==> config.mk <==
export PLATFORM = sky130hd
export DESIGN_NAME = pingpong_frame_reader
export DESIGN_NICKNAME = d
export VERILOG_FILES = /design/src/rtl/pingpong_frame_reader_pkg.sv /design/src/rtl/pingpong_frame_reader_rd_tag_pipe.sv /design/src/rtl/pingpong_frame_reader.sv
export SDC_FILE = /design/constraint.sdc
export NUM_CORES = 1
export LEC_CHECK = 0
export ABC_AREA = 1
export BUFFER_PORTS_ARGS = -buffer_cell sky130_fd_sc_hd__buf_2
export CORE_MARGIN = 1
export CORE_UTILIZATION = 50
export DETAILED_ROUTE_END_ITERATION = 6
export GPL_ROUTABILITY_DRIVEN = 1
export GPL_TIMING_DRIVEN = 0
export PLACE_DENSITY = 0.74
export REMOVE_ABC_BUFFERS = 1
export SKIP_LAST_GASP = 1
export SLEW_MARGIN = 40
export SYNTH_ARGS = -nofsm -noshare
export SYNTH_HDL_FRONTEND = slang
export SYNTH_SLANG_ARGS = --single-unit
==> constraint.sdc <==
create_clock -name iCLK -period 2.1 [get_ports iCLK]
set_input_delay 0.63 -clock iCLK [delete_from_list [all_inputs] [get_ports iCLK]]
set_output_delay 0.63 -clock iCLK [all_outputs]
set_load 0.02 [all_outputs]
==> src/rtl/pingpong_frame_reader_pkg.sv <==
// Shared types and defaults for the ping-pong frame-buffer read side.
package pingpong_frame_reader_pkg;

    localparam int unsigned DEF_DATA_W       = 12;
    localparam int unsigned DEF_RD_LATENCY   = 2;
    localparam int unsigned DEF_FRAME_PIXELS = 307200;
    localparam int unsigned DEF_CNT_W        = 19;

    // Encodings match the write-side demux so both ends agree on state values.
    typedef enum logic [1:0] {
        ST_IDLE   = 2'd0,
        ST_ACTIVE = 2'd1,
        ST_DONE   = 2'd2
    } rd_state_t;

    // Per-slot tag that travels alongside an outstanding FIFO read.
    typedef struct packed {
        logic valid;
        logic sel;
        logic zero;
        logic last;
    } rd_tag_t;

endpackage

==> src/rtl/pingpong_frame_reader_rd_tag_pipe.sv <==
// Fixed-depth delay line aligning slot tags with read-FIFO data arrival.
module pingpong_frame_reader_rd_tag_pipe
    import pingpong_frame_reader_pkg::*;
#(
    parameter int unsigned RD_LATENCY = DEF_RD_LATENCY
) (
    input  logic    i_clk,
    input  logic    i_rst_n,
    input  rd_tag_t i_tag,
    output rd_tag_t o_tag
);

    rd_tag_t r_pipe [RD_LATENCY];

    // Shift tags one stage per clock; reset empties every stage.
    always_ff @(posedge i_clk) begin
        if (!i_rst_n) begin
            for (int unsigned i = 0; i < RD_LATENCY; i++) begin
                r_pipe[i] <= '0;
            end
        end else begin
            r_pipe[0] <= i_tag;
            for (int unsigned i = 1; i < RD_LATENCY; i++) begin
                r_pipe[i] <= r_pipe[i-1];
            end
        end
    end

    assign o_tag = r_pipe[RD_LATENCY-1];

endmodule

==> src/rtl/pingpong_frame_reader.sv <==
// Reads both frame banks in lockstep and returns (current, previous) pixel pairs,
// ordered by the write-bank parity captured at read-frame start.
module pingpong_frame_reader
    import pingpong_frame_reader_pkg::*;
#(
    parameter int unsigned DATA_W       = DEF_DATA_W,
    parameter int unsigned RD_LATENCY   = DEF_RD_LATENCY,
    parameter int unsigned FRAME_PIXELS = DEF_FRAME_PIXELS,
    parameter int unsigned CNT_W        = DEF_CNT_W
) (
    input  logic              iCLK,
    input  logic              iRST_N,
    input  logic              iFrameCount,
    input  logic              iRdFrameStart,
    input  logic              iRdReq,
    output logic              oRD1,
    output logic              oRD2,
    input  logic              iEmpty1,
    input  logic              iEmpty2,
    input  logic [DATA_W-1:0] iData1,
    input  logic [DATA_W-1:0] iData2,
    output logic [DATA_W-1:0] oCurGray,
    output logic [DATA_W-1:0] oPrevGray,
    output logic              oDVAL,
    output logic              oFrameEnd,
    output logic [1:0]        oErr,
    input  logic              iClrErr
);

    rd_state_t         r_state;
    rd_state_t         w_state_nxt;
    logic              r_sel;
    logic [CNT_W-1:0]  r_cnt;
    logic              w_sel_eff;
    logic [CNT_W-1:0]  w_cnt_eff;
    logic              w_issue;
    logic              w_avail;
    logic              w_strobe;
    logic              w_last;
    logic              w_overrun;
    rd_tag_t           w_tag_in;
    rd_tag_t           w_tag_out;
    logic [DATA_W-1:0] r_cur;
    logic [DATA_W-1:0] r_prev;
    logic              r_dval;
    logic              r_fend;
    logic [1:0]        r_err;

    // A frame start in the same cycle as a request makes that request pixel 0
    // with the freshly sampled parity, so the start is folded in combinationally.
    assign w_sel_eff = iRdFrameStart ? iFrameCount : r_sel;
    assign w_cnt_eff = iRdFrameStart ? '0 : r_cnt;
    assign w_last    = (w_cnt_eff == CNT_W'(FRAME_PIXELS - 1));
    assign w_avail   = ~iEmpty1 & ~iEmpty2;

    // FSM state register
    always_ff @(posedge iCLK) begin
        if (!iRST_N) r_state <= ST_IDLE;
        else         r_state <= w_state_nxt;
    end

    // FSM next state: final pixel issue wins, otherwise a start (re)enters ACTIVE
    always_comb begin
        w_state_nxt = r_state;
        if (w_issue && w_last)  w_state_nxt = ST_DONE;
        else if (iRdFrameStart) w_state_nxt = ST_ACTIVE;
    end

    // FSM outputs: slot issue, FIFO strobes and overrun detection
    always_comb begin
        w_issue   = iRST_N & iRdReq & ((r_state == ST_ACTIVE) | iRdFrameStart);
        w_strobe  = w_issue & w_avail;
        w_overrun = iRST_N & iRdReq & (r_state == ST_DONE) & ~iRdFrameStart;
    end

    assign oRD1 = w_strobe;
    assign oRD2 = w_strobe;

    // Bank select and pixel counter; select only moves on a frame start
    always_ff @(posedge iCLK) begin
        if (!iRST_N) begin
            r_sel <= 1'b0;
            r_cnt <= '0;
        end else begin
            if (iRdFrameStart) r_sel <= iFrameCount;
            if (w_issue)            r_cnt <= w_cnt_eff + CNT_W'(1);
            else if (iRdFrameStart) r_cnt <= '0;
        end
    end

    assign w_tag_in = '{valid: w_issue, sel: w_sel_eff, zero: ~w_avail, last: w_last};

    pingpong_frame_reader_rd_tag_pipe #(
        .RD_LATENCY (RD_LATENCY)
    ) u_tag_pipe (
        .i_clk   (iCLK),
        .i_rst_n (iRST_N),
        .i_tag   (w_tag_in),
        .o_tag   (w_tag_out)
    );

    // Output mux/registers; pixel values hold between valid slots
    always_ff @(posedge iCLK) begin
        if (!iRST_N) begin
            r_cur  <= '0;
            r_prev <= '0;
            r_dval <= 1'b0;
            r_fend <= 1'b0;
        end else begin
            r_dval <= w_tag_out.valid;
            r_fend <= w_tag_out.valid & w_tag_out.last;
            if (w_tag_out.valid) begin
                if (w_tag_out.zero) begin
                    r_cur  <= '0;
                    r_prev <= '0;
                end else if (w_tag_out.sel) begin
                    r_cur  <= iData1;
                    r_prev <= iData2;
                end else begin
                    r_cur  <= iData2;
                    r_prev <= iData1;
                end
            end
        end
    end

    // Sticky error flags; a new event in the clear cycle survives the clear
    always_ff @(posedge iCLK) begin
        if (!iRST_N) r_err <= '0;
        else         r_err <= (iClrErr ? 2'b00 : r_err) | {w_overrun, w_issue & ~w_avail};
    end

    assign oCurGray  = r_cur;
    assign oPrevGray = r_prev;
    assign oDVAL     = r_dval;
    assign oFrameEnd = r_fend;
    assign oErr      = r_err;

endmodule

==> metrics.md <==
| Metric | Value |
|---|---|
| Total Wirelength | 6210 um |
| Startpoint Class | input port |
| Synth Flop Type | dfxtp_1 |
| Inserted Diodes | 0 |
| Crit end category | output port |
| First-pass GRT wire length | 9740 um |
| Vias in the first global route | 2276 |
| Initial antenna violation count | 0 |
| Worst path required time | 1470 ps |
| Ys Warns | 0 |
| Mean Syn Cell Area | 7.14 sq um |
| Die area | 0.00571 sq mm |
| Peak supply drop | 398 uV |
| Max-capacitance violation count | 0 |
| Post-route core utilization | 63.4% |
| Final instance area | 0.00328 sq mm |
| Worst Path Arrival | 1410 ps |
| Rel. slew slack | 54.2% |
| Clock buffer depth | 2 |
| EDFF count, synth | 0 |
| Placed insts | 492 |
| Port bufs | 61 |
| Hold Vio Cnt, Final | 0 |
| Gr ovfl total | 0 |
| Syn Inst Count | 379 |
| Worst r2r src | u_tag_pipe.r_pipe[0][6] |
| Post-Synth XOR/XNOR Area | 0% |
| Global Route Usage Sum | 22.8% |
| Hold wc startpoint | u_tag_pipe.r_pipe[0][1] |
| Share of layout cells above drive strength 1 | 24.9% |
| CTS tree | done |
| Slew Viols, Final | 0 |
| Die height | 75.6 um |
| Via Count | 2568 |
| DRT iter0 DRCs | 115 |
| Post-DP Area | 0.00300 sq mm |
| Most frequent cell on the critical path | buf_6 |
| Post-synthesis sequential area ratio | 42.1% |
| CP max-delay cell | nor3_4 |
| Detail Route Antenna Nets | 0 |
| Hold WC Path Type | reg2reg |
| Vias per cell | 5.03 |
| Tightest Pin Transition | 686 ps |
| Final worst path period share | 97.2% |
| Commonest cells post-synth | 93 x nand2_1, 57 x dfxtp_1, 46 x inv_1 |
| Synth Area in Compound Gates | 15.5% |
| Nets@finish | 468 |
| Share of async-settable or async-resettable flops after synthesis | 0% |
| Initial Util | 52.3% |
| CP startpoint | iRdFrameStart |
| Non-Filler Instances | 511 |
| DRC viols | 0 |
| Cell area after synthesis | 0.00271 sq mm |
| Pin count of the biggest net entering global routing | 31 |
| P_leak | 0.00148 uW |
| Synth top area share | 42.1% |
| # rows | 26 |
| CTS clk-pin slew, worst paths | 60 ps |
| Yosys cell types | 29 |
| Period minus WS final | 2040 ps |
| Crit-path cells | buf_6, inv_8, nand2_2, nand2_4, nor3_4, buf_6 |
| Status | complete, no violations |
| Slowest cell delay on critical path | 230 ps |
| Top cell type by total area after synthesis | dfxtp_1 |
| Max Clk Rate | 490 MHz |
| Routed len/inst | 12.2 um |
| RSZ-0062 raised after global routing | no |
| PwrDens | 708 mW/mm^2 |
| Core ar. | 0.00517 sq mm |
| Most frequent cell after synthesis | nand2_1 |
| GP Congestion | 0.835 |
| Final setup viols | 0 |
| Largest family of logic cells by synthesized area | simple AND/OR/NAND/NOR gates |
| Clock sink count | 57 |
| H-tree depth | 3 |
| Simple-Gate Fraction of Synth Area | 31.8% |
| Seq cells post-synth | 57 |
| Final Power | 2320 uW |
| Adder-cell share of the synthesized area | 0% |
| Setup Skew | 8.16 ps |
| Router iterations before antenna repair | 4 |
| Synth top area cells | dfxtp_1 42%, nand2_1 13%, a21oi_1 6.7%, o211ai_1 6.7%, inv_1 6.4% |
| Critical path fanouts, max | 22 |
| Clock Latency Late Sink | 340 ps |
| I/O pin cnt | 62 |
| CTS root buf | clkbuf_8 |
| Layout area overhead | 21.2% |
| Crit Path Class | in2out |
| Die X | 75.6 um |
| Num CTS Buffers | 9 |
| Post-DP HPWL | 4230 um |
| Post-synthesis mux area share | 0% |
layer usage:
layer,up-vias,GRT usage [%],routed length [um]
li1,1328,-,-
met1,1164,26.3,2840
met2,67,40.4,2960
met3,9,4.76,307
met4,0,10.9,106
met5,-,0,0
layout by cell type (no fill, tap or decap), types with 2 or more instances in the layout:
| cell | instances |
|---|---|
| nand2_2 | 8 |
| buf_6 | 3 |
| nand3_1 | 13 |
| clkbuf_8 | 10 |
| clkbuf_1 | 3 |
| buf_4 | 3 |
| o211ai_1 | 24 |
| nand4_1 | 3 |
| nor2_2 | 5 |
| nor2_1 | 40 |
| a21oi_1 | 36 |
| nor4_1 | 2 |
| nand2_1 | 92 |
| dfxtp_1 | 56 |
| buf_2 | 57 |
| nand2_4 | 5 |
| o21ai_0 | 8 |
| nor3_1 | 5 |
| nand3_2 | 2 |
| inv_2 | 3 |
| inv_1 | 44 |
| clkinv_2 | 2 |
| nor2_4 | 6 |
layout make-up:
| class | instances | area [sq um] |
|---|---|---|
| Clock buffer | 13 | 149 |
| Clock inverter | 3 | 40.0 |
| Fill cell | 468 | 1890 |
| Inverter | 48 | 188 |
| Multi-Input combinational cell | 256 | 1310 |
| Sequential cell | 57 | 1140 |
| Tap cell | 70 | 87.6 |
| Timing Repair Buffer | 64 | 362 |
repair_timing:
item,CTS,global route
gates resized for setup,8,11
cloned,0,0
buffers inserted,0,3
pin swaps,0,2
endpoints found under the setup margin,2,2
hold buffers,0,0
path summary, 6_finish.rpt:
path / end / slack, ps / cells after the start
worst max-delay path: oRD2 / 60 / 6
worst min-delay path: u_tag_pipe.r_pipe[0][5] / 410 / 2
worst max register to register: oCurGray[0] / 510 / 3
worst min register to register: u_tag_pipe.r_pipe[0][5] / 410 / 2
critical path, delay by kind of cell:
| family | cells | cell delay (ps) |
|---|---|---|
| simple gates | 3 | 420 |
| buf+inv | 3 | 360 |
power by group:
group	switching, uW	total (uW)	internal, uW	leakage (uW)
clock	427	1000	578	0.0000974
combinational	124	196	71.5	0.000919
sequential	16.2	1120	1110	0.000462
total	568	2320	1750	0.00148
metrics by stage:
step | setup slack, ps | setup TNS, ps | hold WS (ps)
global placement | -378 | -1990 | 393
CTS | -7.75 | -15.0 | 414
finish | 58.3 | 0 | 414
floorplan | -408 | -817 | 390
global route | 16.8 | 0 | 432
detailed placement | -415 | -2180 | 400
logic make-up (layout without fill, tap and decap cells):
group,after synthesis,in the layout
and+or+nand+nor,185,185
buffers and inverters,66,128
DFF,57,57
AOI/OAI and AO/OA,71,71
registers in the layout, indices dropped and copies added, names as in the netlist:
name	count
oCurGray	12
oPrevGray	12
oFrameEnd	1
oDVAL	1
r_state	2
oErr	2
u_tag_pipe.r_pipe	8
r_cnt	19
(Power assumes the default switching activity.)
